[config.mk]
export PLATFORM = sky130hd
export DESIGN_NAME = iir_sos_cascade_tdm
export DESIGN_NICKNAME = d
export VERILOG_FILES = /design/src/rtl/iir_sos_cascade_tdm.sv
export SDC_FILE = /design/constraint.sdc
export NUM_CORES = 2
export LEC_CHECK = 0
export CAP_MARGIN = 40
export CORE_MARGIN = 3
export CORE_UTILIZATION = 60
export CTS_BUF_LIST = sky130_fd_sc_hd__clkbuf_4 sky130_fd_sc_hd__clkbuf_8
export CTS_CLUSTER_SIZE = 20
export DETAILED_ROUTE_END_ITERATION = 7
export PLACE_DENSITY = 0.79
export RECOVER_POWER = 50
export SLEW_MARGIN = 20
export SYNTH_ARGS = -nofsm -noshare
export SYNTH_HDL_FRONTEND = slang
export SYNTH_SLANG_ARGS = --single-unit
[constraint.sdc]
create_clock -name CLK -period 13.92 [get_ports CLK]
set_clock_uncertainty 0.05 [all_clocks]
set_input_delay 2.784 -clock CLK [delete_from_list [all_inputs] [get_ports CLK]]
set_output_delay 2.784 -clock CLK [all_outputs]
set_load 0.05 [all_outputs]
[src/rtl/iir_sos_cascade_tdm.sv]
// Time-multiplexed cascade of N_SOS Direct Form I biquads.
// One shared multiplier and one accumulator serve the input gain, the five
// taps and the write-back of every section, followed by the output gain.
//
// Handshake: a sample is taken on a rising edge where in_valid && in_ready
// && !clear_state. in_ready is high exactly while the block is idle, which
// is also the only time cfg_we and clear_state are honoured. out_valid is a
// single-cycle strobe (no backpressure); Filt_Out holds between strobes.
module iir_sos_cascade_tdm #(
    parameter int N_SOS  = 4,
    parameter int WI_IN  = 3,
    parameter int WF_IN  = 7,
    parameter int WI_A   = 2,
    parameter int WF_A   = 8,
    parameter int WI_B   = 2,
    parameter int WF_B   = 8,
    parameter int WI_G   = 5,
    parameter int WF_G   = 11,
    parameter int WI_OUT = 8,
    parameter int WF_OUT = 18,
    parameter int CFG_W  = 16
) (
    input  logic                         CLK,
    input  logic                         nReset,
    input  logic                         in_valid,
    output logic                         in_ready,
    input  logic [WI_IN+WF_IN-1:0]       input_sample,
    input  logic                         cfg_we,
    input  logic [$clog2(8*N_SOS+1)-1:0] cfg_addr,
    input  logic [CFG_W-1:0]             cfg_data,
    input  logic                         clear_state,
    output logic                         out_valid,
    output logic [WI_OUT+WF_OUT-1:0]     Filt_Out,
    output logic                         overFlow,
    output logic [2:0]                   dbg_state
);

    localparam int W_A   = WI_A + WF_A;
    localparam int W_B   = WI_B + WF_B;
    localparam int W_G   = WI_G + WF_G;
    localparam int W_OUT = WI_OUT + WF_OUT;
    // Common coefficient format: widest integer part and widest fraction.
    localparam int WI_C  = (WI_A > WI_B) ? ((WI_A > WI_G) ? WI_A : WI_G)
                                         : ((WI_B > WI_G) ? WI_B : WI_G);
    localparam int WF_C  = (WF_A > WF_B) ? ((WF_A > WF_G) ? WF_A : WF_G)
                                         : ((WF_B > WF_G) ? WF_B : WF_G);
    localparam int W_C   = WI_C + WF_C;
    localparam int SH_A  = WF_C - WF_A;
    localparam int SH_B  = WF_C - WF_B;
    localparam int SH_G  = WF_C - WF_G;
    // Product has fraction WF_OUT+WF_C; the accumulator adds 3 guard bits.
    localparam int W_P   = W_OUT + W_C;
    localparam int W_ACC = WI_OUT + WI_C + 3 + WF_OUT + WF_C;
    // Width after dropping the extra product fraction bits.
    localparam int W_T   = W_ACC - WF_C;
    localparam int AW    = $clog2(8*N_SOS+1);
    localparam int SW    = (N_SOS > 1) ? $clog2(N_SOS) : 1;

    localparam logic [AW-1:0]  ADDR_GOUT = AW'(8*N_SOS);
    localparam logic [SW-1:0]  SEC_LAST  = SW'(N_SOS-1);
    localparam logic [W_B-1:0] B_ONE     = W_B'(1 << WF_B);
    localparam logic [W_G-1:0] G_ONE     = W_G'(1 << WF_G);

    typedef enum logic [2:0] {
        S_IDLE  = 3'd0,
        S_GAIN  = 3'd1,
        S_MAC   = 3'd2,
        S_WB    = 3'd3,
        S_OGAIN = 3'd4,
        S_OUT   = 3'd5
    } state_t;

    state_t state, state_nx;
    logic [SW-1:0] sec;
    logic [2:0]    term;
    logic          accept;
    logic          cfg_wr;
    logic          clr;
    logic          q_used;

    // Coefficient store
    logic signed [W_B-1:0] b0_m [N_SOS];
    logic signed [W_B-1:0] b1_m [N_SOS];
    logic signed [W_B-1:0] b2_m [N_SOS];
    logic signed [W_A-1:0] a1_m [N_SOS];
    logic signed [W_A-1:0] a2_m [N_SOS];
    logic signed [W_G-1:0] g_sec [N_SOS];
    logic signed [W_G-1:0] g_out;
    logic [SW-1:0]         cfg_sec;

    // History: word 4k+0 = w1, 4k+1 = w2, 4k+2 = y1, 4k+3 = y2
    logic signed [W_OUT-1:0] hist [4*N_SOS];

    // Datapath
    logic signed [W_OUT-1:0] x_in;
    logic signed [W_OUT-1:0] x_reg;
    logic signed [W_OUT-1:0] w_reg;
    logic signed [W_OUT-1:0] res_reg;
    logic signed [W_OUT-1:0] data_op;
    logic signed [W_C-1:0]   coef_op;
    logic                    term_neg;
    logic signed [W_P-1:0]   product;
    logic signed [W_ACC-1:0] product_ext;
    logic signed [W_ACC-1:0] acc;
    logic signed [W_ACC-1:0] q_in;
    logic signed [W_T-1:0]   q_trunc;
    logic signed [W_OUT-1:0] q_val;
    logic                    q_sat;
    logic                    unused_bits;

    assign dbg_state   = state;
    assign cfg_sec     = SW'(cfg_addr >> 3);
    assign x_in        = W_OUT'($signed(input_sample)) <<< (WF_OUT - WF_IN);
    assign product     = W_P'(data_op) * W_P'(coef_op);
    assign product_ext = W_ACC'(product);
    assign unused_bits = ^{cfg_data, q_in[WF_C-1:0]};

    // State register
    always_ff @(posedge CLK or negedge nReset) begin
        if (!nReset) begin
            state <= S_IDLE;
        end else begin
            state <= state_nx;
        end
    end

    // Next-state logic and idle-only strobes
    always_comb begin
        state_nx = state;
        in_ready = 1'b0;
        accept   = 1'b0;
        cfg_wr   = 1'b0;
        clr      = 1'b0;
        q_used   = 1'b0;
        case (state)
            S_IDLE: begin
                in_ready = 1'b1;
                cfg_wr   = cfg_we;
                clr      = clear_state;
                accept   = in_valid & ~clear_state;
                if (accept) state_nx = S_GAIN;
            end
            S_GAIN: begin
                q_used   = 1'b1;
                state_nx = S_MAC;
            end
            S_MAC: begin
                if (term == 3'd4) state_nx = S_WB;
            end
            S_WB: begin
                q_used   = 1'b1;
                state_nx = (sec == SEC_LAST) ? S_OGAIN : S_GAIN;
            end
            S_OGAIN: begin
                q_used   = 1'b1;
                state_nx = S_OUT;
            end
            S_OUT: begin
                state_nx = S_IDLE;
            end
            default: state_nx = S_IDLE;
        endcase
    end

    // Section index and tap counter
    always_ff @(posedge CLK or negedge nReset) begin
        if (!nReset) begin
            sec  <= '0;
            term <= '0;
        end else begin
            case (state)
                S_IDLE: begin
                    sec  <= '0;
                    term <= '0;
                end
                S_GAIN:  term <= '0;
                S_MAC:   term <= term + 3'd1;
                S_WB:    sec  <= sec + SW'(1);
                default: ;
            endcase
        end
    end

    // Coefficient writes; reset loads an identity filter
    always_ff @(posedge CLK or negedge nReset) begin
        if (!nReset) begin
            for (int i = 0; i < N_SOS; i++) begin
                b0_m[i]  <= B_ONE;
                b1_m[i]  <= '0;
                b2_m[i]  <= '0;
                a1_m[i]  <= '0;
                a2_m[i]  <= '0;
                g_sec[i] <= G_ONE;
            end
            g_out <= G_ONE;
        end else if (cfg_wr) begin
            if (cfg_addr == ADDR_GOUT) begin
                g_out <= cfg_data[W_G-1:0];
            end else if (cfg_addr < ADDR_GOUT) begin
                case (cfg_addr[2:0])
                    3'd0:    b0_m[cfg_sec]  <= cfg_data[W_B-1:0];
                    3'd1:    b1_m[cfg_sec]  <= cfg_data[W_B-1:0];
                    3'd2:    b2_m[cfg_sec]  <= cfg_data[W_B-1:0];
                    3'd3:    a1_m[cfg_sec]  <= cfg_data[W_A-1:0];
                    3'd4:    a2_m[cfg_sec]  <= cfg_data[W_A-1:0];
                    3'd5:    g_sec[cfg_sec] <= cfg_data[W_G-1:0];
                    default: ;
                endcase
            end
        end
    end

    // Operand select for the shared multiplier, coefficients aligned to WF_C
    always_comb begin
        data_op  = x_reg;
        coef_op  = W_C'(g_sec[sec]) <<< SH_G;
        term_neg = 1'b0;
        if (state == S_OGAIN) begin
            coef_op = W_C'(g_out) <<< SH_G;
        end else if (state == S_MAC) begin
            case (term)
                3'd0: begin
                    data_op = w_reg;
                    coef_op = W_C'(b0_m[sec]) <<< SH_B;
                end
                3'd1: begin
                    data_op = hist[{sec, 2'd0}];
                    coef_op = W_C'(b1_m[sec]) <<< SH_B;
                end
                3'd2: begin
                    data_op = hist[{sec, 2'd1}];
                    coef_op = W_C'(b2_m[sec]) <<< SH_B;
                end
                3'd3: begin
                    data_op  = hist[{sec, 2'd2}];
                    coef_op  = W_C'(a1_m[sec]) <<< SH_A;
                    term_neg = 1'b1;
                end
                default: begin
                    data_op  = hist[{sec, 2'd3}];
                    coef_op  = W_C'(a2_m[sec]) <<< SH_A;
                    term_neg = 1'b1;
                end
            endcase
        end
    end

    // Quantiser: floor to WF_OUT, then saturate to the data range
    always_comb begin
        q_in    = (state == S_WB) ? acc : product_ext;
        q_trunc = q_in[W_ACC-1:WF_C];
        q_val   = q_trunc[W_OUT-1:0];
        q_sat   = 1'b0;
        if (q_trunc[W_T-1:W_OUT-1] != {(W_T-W_OUT+1){q_trunc[W_T-1]}}) begin
            q_sat = 1'b1;
            q_val = q_trunc[W_T-1] ? {1'b1, {(W_OUT-1){1'b0}}}
                                   : {1'b0, {(W_OUT-1){1'b1}}};
        end
    end

    // Section data registers and accumulator
    always_ff @(posedge CLK or negedge nReset) begin
        if (!nReset) begin
            x_reg   <= '0;
            w_reg   <= '0;
            acc     <= '0;
            res_reg <= '0;
        end else begin
            case (state)
                S_IDLE:  if (accept) x_reg <= x_in;
                S_GAIN: begin
                    w_reg <= q_val;
                    acc   <= '0;
                end
                S_MAC:   acc <= term_neg ? (acc - product_ext) : (acc + product_ext);
                S_WB:    x_reg <= q_val;
                S_OGAIN: res_reg <= q_val;
                default: ;
            endcase
        end
    end

    // History shift on write-back; cleared on request while idle
    always_ff @(posedge CLK or negedge nReset) begin
        if (!nReset) begin
            for (int i = 0; i < 4*N_SOS; i++) hist[i] <= '0;
        end else if (clr) begin
            for (int i = 0; i < 4*N_SOS; i++) hist[i] <= '0;
        end else if (state == S_WB) begin
            hist[{sec, 2'd1}] <= hist[{sec, 2'd0}];
            hist[{sec, 2'd0}] <= w_reg;
            hist[{sec, 2'd3}] <= hist[{sec, 2'd2}];
            hist[{sec, 2'd2}] <= q_val;
        end
    end

    // Output register, valid strobe and sticky saturation flag
    always_ff @(posedge CLK or negedge nReset) begin
        if (!nReset) begin
            Filt_Out  <= '0;
            out_valid <= 1'b0;
            overFlow  <= 1'b0;
        end else begin
            out_valid <= (state == S_OUT);
            if (state == S_OUT) Filt_Out <= res_reg;
            if (clr) begin
                overFlow <= 1'b0;
            end else if (q_used && q_sat) begin
                overFlow <= 1'b1;
            end
        end
    end

endmodule

Yosys cells after proc, flatten, opt, wreduce, memory -nomap -nowiden
Cells that the tools add are included.
W data, S select, Z words.
{"block": "totals", "ff_bits": 855, "word_cells": 207, "inputBits": 37}
{"block": "classes", "multipliers": 1, "eq_ne": 20, "addsub": 4, "bitwise_logic": 9, "reduce_logical": 26, "magnitude_cmp": 12, "n_mux": 84}
{"op": "$bwmux W416", "n": 4}
{"op": "$mux W416", "n": 2}
{"op": "$mux W26", "n": 17}
{"op": "$bmux W26 S4", "n": 4}
{"op": "$demux W26 S4", "n": 4}
{"op": "$bwmux W40", "n": 5}
{"op": "$mux W10", "n": 11}
{"op": "$pmux W26 S4", "n": 1}
{"op": "$bmux W10 S2", "n": 5}
{"op": "$mux W45", "n": 2}
{"op": "$pmux W45 S2", "n": 1}
{"op": "$mux W16", "n": 5}
{"op": "$bwmux W64", "n": 1}
{"op": "$pmux W16 S4", "n": 1}
{"op": "$pmux W26 S2", "n": 1}
{"op": "$add A45 B42 Y45", "n": 1}
{"op": "$sub A45 B42 Y45", "n": 1}
{"op": "$mul A26 B16 Y42", "n": 1}
{"op": "$bmux W16 S2", "n": 1}
{"op": "$demux W16 S2", "n": 1}
{"op": "$reduce_and A4 Y1", "n": 6}
{"op": "$demux W10 S2", "n": 1}
{"op": "$ge A5 B5 Y1 const B", "n": 4}
{"op": "$lt A5 B1 Y1 const B", "n": 4}
{"op": "other kinds (27)", "n": 72}

Depth between registers and ports, before layout
{"block": "depth", "word_depth": 14, "mapped_depth": 51, "ltp_nobuf": 45}

Least setup slack after synthesis
No wires, ideal clock.
{"block": "synth_timing", "path_type": "register to register", "from": "reg sec[0]", "to": "reg acc[43]", "setup_time_ps": 133, "setup_slack_ps": 2418, "path_buffers": 7, "t_arrival_ps": 11318, "stages_incl_launch_ff": 42, "cell_sequence": "dfrtp_1 > buf_2 > buf_2 > buf_2 > buf_2 > buf_2 > mux4_2 > a22oi_1 > clkbuf_1 > nor2b_1 > fa_1 > fa_1 > fa_1 > inv_1 > fa_1 > inv_1 > fa_1 > inv_1 > (+6 left out) > inv_1 > or3_1 > a211o_1 > or4b_4 > nor4b_4 > and4bb_4 > a21oi_1 > xnor2_1 > ha_1 > a21o_1 > a21o_1 > or4_1 > o22ai_1 > o211ai_1 > o41a_1 > a31oi_1 > xor2_1 > o21ai_0"}
{"block": "synth_via", "elab_chain_len": 11}
{"item": "start, declared", "line_no": "74", "rtl": "logic [SW-1:0] sec;"}
{"item": "start signal, assigned", "line_no": "178", "rtl": "S_WB: sec <= sec + SW'(1);"}
{"item": "$not A4 Y5 (implied by the code), or another cell as far along", "line_no": "240", "rtl": "data_op = hist[{sec, 2'd3}];"}
{"item": "$bmux W26 S4, or another cell as far along", "line_no": "240"}
{"item": "$mux W26 (implied by the code), or another cell as far along (2 in series)", "line_no": "240"}
{"item": "$pmux W26 S4 / $pmux W16 S4 (equally long branches)", "line_no": "221", "rtl": "case (term)"}
{"item": "$mux W26 / $mux W16 (equally long branches)", "line_no": "220", "rtl": "end else if (state == S_MAC) begin"}
{"item": "$mux W26 / $mux W16 (equally long branches)", "line_no": "218", "rtl": "if (state == S_OGAIN) begin"}
{"item": "$mul A26 B16 Y42 *", "line_no": "114", "rtl": "assign product = W_P'(data_op) * W_P'(coef_op);"}
{"item": "$add A45 B42 Y45 / $sub A45 B42 Y45 (equally long branches)", "line_no": "275", "rtl": "S_MAC: acc <= term_neg ? (acc - product_ext) : (acc + product_ext);"}
{"item": "$mux W45 *", "line_no": "275"}
{"item": "$pmux W45 S2 *", "line_no": "269", "rtl": "case (state)"}
{"item": "end signal, assigned", "line_no": "275"}
{"item": "end, declared", "line_no": "104", "rtl": "logic signed [W_ACC-1:0] acc;"}
Mark *: on every way between the ends. The rest lies on a longest branch, timed or not. The select of a mux whose other input is x is not followed.
A chain may end at the register's enable or synchronous reset.

Final worst setup path
{"block": "layout_timing", "from": "reg state[1] (netlist: dbg_state[1])", "to": "reg acc[44]"}
{"block": "layout_via", "elab_chain_len": 7}
{"item": "start, declared", "line_no": "73", "rtl": "state_t state, state_nx;"}
{"item": "start signal, assigned", "line_no": "123", "rtl": "state <= state_nx;"}
{"item": "$eq A3 B2 Y1", "line_no": "220, 269"}
{"item": "$mux W26 / $mux W16 (equally long branches)", "line_no": "220"}
{"item": "$mux W26 / $mux W16 (equally long branches)", "line_no": "218"}
{"item": "$mul A26 B16 Y42", "line_no": "114"}
{"item": "$add A45 B42 Y45 / $sub A45 B42 Y45 (equally long branches)", "line_no": "275"}
{"item": "$mux W45", "line_no": "275"}
{"item": "$pmux W45 S2", "line_no": "269"}
Several ways; a longest one is shown, not always the timed one.

==> metrics.json <==
{
  "async_reset_ff_share": {"value": 100, "unit": "%"},
  "maxUsedRoutingLayer": {"value": "met5"},
  "grt_remaining_overflow": {"value": 0},
  "postSynth.topFlopCell": {"value": "sky130_fd_sc_hd__dfrtp_1"},
  "synth_xor_area_share": {"value": 2.02, "unit": "%"},
  "timing.critical_path.arrival": {"value": 13.56, "unit": "ns"},
  "worst_path_largest_cell_delay": {"value": 0.92, "unit": "ns"},
  "power_share_of_the_sequential_group": {"value": 19.9, "unit": "%"},
  "critical_path_peak_fanout": {"value": 32},
  "cts-resized-gates": {"value": 0},
  "post_synth_main_area_contributors": {"value": "sky130_fd_sc_hd__dfrtp_1, sky130_fd_sc_hd__fa_1, sky130_fd_sc_hd__mux4_2, sky130_fd_sc_hd__mux2_2, sky130_fd_sc_hd__a22o_1"},
  "met3RoutedLength": {"value": 15800, "unit": "microns"},
  "power.net_switching": {"value": 8.09, "unit": "mW"},
  "final-hold-violation-count": {"value": 0},
  "crit_path_end_kind": {"value": "flop"},
  "largest_reg_flops": {"value": 416},
  "violations": {"value": "max-capacitance violations, max-slew violations"},
  "worst-endpoint-required": {"value": 14.60, "unit": "ns"},
  "hpwlAfterDp": {"value": 109000, "unit": "microns"},
  "transition_time_of_the_tightest_slew_check_pin": {"value": 6.15, "unit": "ns"},
  "post-route-period-util": {"value": 92.5, "unit": "%"},
  "synth_top_family_by_area": {"value": "adder cells"},
  "final_cell_mix": {"value": "sky130_fd_sc_hd__dfrtp_1, sky130_fd_sc_hd__nand2_1, sky130_fd_sc_hd__inv_1"},
  "synth-adder-area-share": {"value": 18.0, "unit": "%"},
  "cts_tree": {"value": "built"},
  "io-pin-count": {"value": 69},
  "clock_transition_at_the_registers_of_the_reported_paths": {"value": 0.06, "unit": "ns"},
  "syn_area": {"value": 55800, "unit": "sq um"},
  "share_of_final_layout_standard_cells_stronger_than_drive_strength_1": {"value": 18.4, "unit": "%"},
  "h-tree-depth": {"value": 4},
  "detailedRoute.firstIterationViolations": {"value": 4147},
  "timing.max_cap.violations": {"value": 15},
  "layout_commonest_cell": {"value": "sky130_fd_sc_hd__dfrtp_1"},
  "grtUsageTotal": {"value": 32.7, "unit": "%"},
  "floorplan.die.height": {"value": 311, "unit": "microns"},
  "route.antenna.remaining_nets": {"value": 0},
  "detailroute.wirelength.met2": {"value": 73800, "unit": "microns"},
  "io_buffers": {"value": 68},
  "postLayoutSetupSlackWorst": {"value": 1.05, "unit": "ns"},
  "p_sw_share": {"value": 51.6, "unit": "%"},
  "cts_hold_buf": {"value": 0},
  "finalWirelength": {"value": 156000, "unit": "microns"},
  "worst_ir_drop_vdd": {"value": 0.288, "unit": "mV"},
  "hp-class": {"value": "reg2reg"},
  "antenna_violations_before_repair": {"value": 4},
  "cts-root-to-sink-buffers": {"value": 3},
  "vias": {"value": 41500},
  "grt_max_degree": {"value": 196},
  "grt_pass1_vias": {"value": 43600},
  "drt_drc_violations_left": {"value": 0},
  "finalMaxSlewViolations": {"value": 677},
  "dpl_worst_slack": {"value": 1.24, "unit": "ns"},
  "drt-met1-wl": {"value": 59100, "unit": "microns"},
  "placementRows": {"value": 111},
  "post_synth_num_cell_types": {"value": 92},
  "largest_registers": {"value": "hist x416, g_sec x64, acc x45"},
  "synthDominantAreaCellType": {"value": "sky130_fd_sc_hd__dfrtp_1"},
  "grt_pass1_wl": {"value": 248000, "unit": "microns"},
  "clk_root_buffer_cell": {"value": "sky130_fd_sc_hd__clkbuf_8"},
  "path_common_cell": {"value": "sky130_fd_sc_hd__fa_1"},
  "cts_setup_buffers": {"value": 0},
  "largest-register": {"value": "hist"},
  "synth-warning-count": {"value": 0},
  "period_needed": {"value": 12.87, "unit": "ns"},
  "setup.worst_path.class": {"value": "reg2reg"},
  "run_status": {"value": "finished with violations"},
  "area.growth.synth_to_final": {"value": 9.75, "unit": "%"},
  "leak": {"value": 29.7, "unit": "nW"},
  "tritoncts.num_buffers": {"value": 142},
  "coreArea": {"value": 91900, "unit": "sq um"},
  "compound_gate_fraction_of_synth_area": {"value": 13.7, "unit": "%"},
  "globalplace.congestion": {"value": 0.950},
  "grt_setup_unrepaired": {"value": "false"},
  "die_area": {"value": 96700, "unit": "sq um"},
  "synth.ff_latch_count": {"value": 855},
  "synth_area_per_cell": {"value": 11.1, "unit": "sq um"},
  "combinationalPowerShare": {"value": 64.9, "unit": "%"},
  "relSlewSlack": {"value": -310, "unit": "%"},
  "max_freq": {"value": 0.0777, "unit": "GHz"},
  "power.density_cell_area": {"value": 256, "unit": "nW/um^2"},
  "share_of_the_synthesized_area_in_the_top_cell_type": {"value": 37.9, "unit": "%"},
  "viasPerCell": {"value": 6.44},
  "worstSkewPairLatency": {"value": 0.83, "unit": "ns"},
  "fin_nets": {"value": 5675},
  "power.share.clock": {"value": 15.2, "unit": "%"},
  "floorplan.die.width": {"value": 311, "unit": "microns"},
  "share_of_synthesized_area_occupied_by_flip_flops_and_latches": {"value": 38.4, "unit": "%"},
  "yosys-mux-area-fraction": {"value": 13.2, "unit": "%"},
  "synth_edf_count": {"value": 0},
  "synth_simple_gate_area_share": {"value": 9.12, "unit": "%"},
  "cts_sinks": {"value": 855},
  "detail_route.wl_per_cell": {"value": 24.3, "unit": "microns"},
  "drtPass1Iterations": {"value": 6},
  "cp_slowest_cell": {"value": "sky130_fd_sc_hd__nand2_1"},
  "initial_utilization": {"value": 60.7, "unit": "%"},
  "tns": {"value": 0, "unit": "ns"},
  "gate_count_post_synth": {"value": 5044},
  "internal_power": {"value": 7.58, "unit": "mW"},
  "critPathLaunchType": {"value": "flop"},
  "synthesis.nets": {"value": 5640},
  "finalSetupViolCount": {"value": 0}
}
-- layer usage --
| layer | global-route usage, % | vias up |
|---|---|---|
| li1 | - | 17600 |
| met1 | 42.7 | 21300 |
| met2 | 51.2 | 2124 |
| met3 | 8.52 | 450 |
| met4 | 16.6 | 4 |
| met5 | 0 | - |
-- cell usage after synthesis, types with 19 or more instances --
| master | count |
|---|---|
| sky130_fd_sc_hd__a21o_1 | 34 |
| sky130_fd_sc_hd__a21oi_1 | 131 |
| sky130_fd_sc_hd__a221o_1 | 21 |
| sky130_fd_sc_hd__a221oi_1 | 29 |
| sky130_fd_sc_hd__a22o_1 | 319 |
| sky130_fd_sc_hd__a22oi_1 | 146 |
| sky130_fd_sc_hd__a31oi_1 | 19 |
| sky130_fd_sc_hd__and2_1 | 30 |
| sky130_fd_sc_hd__buf_1 | 32 |
| sky130_fd_sc_hd__buf_2 | 42 |
| sky130_fd_sc_hd__clkbuf_1 | 241 |
| sky130_fd_sc_hd__dfrtp_1 | 846 |
| sky130_fd_sc_hd__fa_1 | 403 |
| sky130_fd_sc_hd__ha_1 | 156 |
| sky130_fd_sc_hd__inv_1 | 487 |
| sky130_fd_sc_hd__mux2_2 | 308 |
| sky130_fd_sc_hd__mux4_2 | 170 |
| sky130_fd_sc_hd__nand2_1 | 583 |
| sky130_fd_sc_hd__nand2b_1 | 45 |
| sky130_fd_sc_hd__nand3_1 | 38 |
| sky130_fd_sc_hd__nor2_1 | 257 |
| sky130_fd_sc_hd__nor2b_1 | 58 |
| sky130_fd_sc_hd__nor3_1 | 35 |
| sky130_fd_sc_hd__o21ai_0 | 169 |
| sky130_fd_sc_hd__o21ai_1 | 68 |
| sky130_fd_sc_hd__or2_2 | 19 |
| sky130_fd_sc_hd__xnor2_1 | 66 |
| sky130_fd_sc_hd__xor2_1 | 63 |
-- final cells by class --
type,instances,area [sq um]
multi-input combinational,3374,31300
fill,6731,30700
sequential,855,21400
clock buffer,211,2680
timing repair buffer,219,2030
inverter,487,1830
tap,1243,1560
clock inverter,47,398
antenna,1,2.50
-- worst max-delay path, delay by kind of cell (launching register included) --
kind,cells,cell delay [ns]
xor gates and xnor gates,2,0.55
AOI/OAI and AO/OA,14,3.16
adders and majority gates,8,3.80
DFF,1,0.55
and+or+nand+nor,10,3.81
buffers and inverters,6,0.81
-- stage by stage --
| stage | instance area, sq um | utilization [%] | instances | hold WS [ns] | power (mW) |
|---|---|---|---|---|---|
| final | 61300 | 66.6 | 6437 | 0.425 | 15.7 |
| after global routing | 61300 | 66.6 | 6437 | 0.453 | 16.6 |
| after CTS | 61400 | 66.7 | 6427 | 0.428 | 15.5 |
| after detailed placement | 58300 | 63.4 | 6169 | 0.416 | 13.1 |
| after global placement | 57700 | 62.8 | 6131 | 0.408 | 12.8 |
| after floorplan | 55800 | - | 5044 | 0.395 | 9.85 |
-- power groups by stage --
stage                     clock network [mW]  registers, mW  logic [mW]
after floorplan                            0           3.04        6.81
after global placement                     0           3.14        9.66
after detailed placement                   0           3.15        9.91
after CTS                               2.41           3.11        9.96
after global routing                    2.53           3.14        11.0
final                                   2.38           3.11        10.2
-- kinds of logic (layout without fill, tap and decap cells) --
family / count (synthesis) / after routing
fa+ha+maj: 559 / 559
simple gates: 1146 / 1146
other cells: 0 / 1
flops: 855 / 855
xor+xnor: 129 / 129
mux: 483 / 483
buf+inv: 815 / 964
compound gates: 1057 / 1057
-- final timing paths --
kind                       cells after the start                 endpoint                startpoint  slack, ns
max in group asynchronous                      6  Filt_Out[0]$_DFFE_PN0P_                    nReset       2.88
min in group asynchronous                      1    g_sec[60]$_DFFE_PN0P_                    nReset       4.21
setup / recovery                              40      acc[44]$_DFFE_PN0P_  dbg_state[1]$_DFFE_PN0P_       1.05
setup reg to reg                              40      acc[44]$_DFFE_PN0P_  dbg_state[1]$_DFFE_PN0P_       1.05
hold / removal                                 2     hist[51]$_DFFE_PN0P_      hist[51]$_DFFE_PN0P_       0.42
hold reg to reg                                2     hist[51]$_DFFE_PN0P_      hist[51]$_DFFE_PN0P_       0.42
No activity file was read; power rests on OpenSTA's default activity.
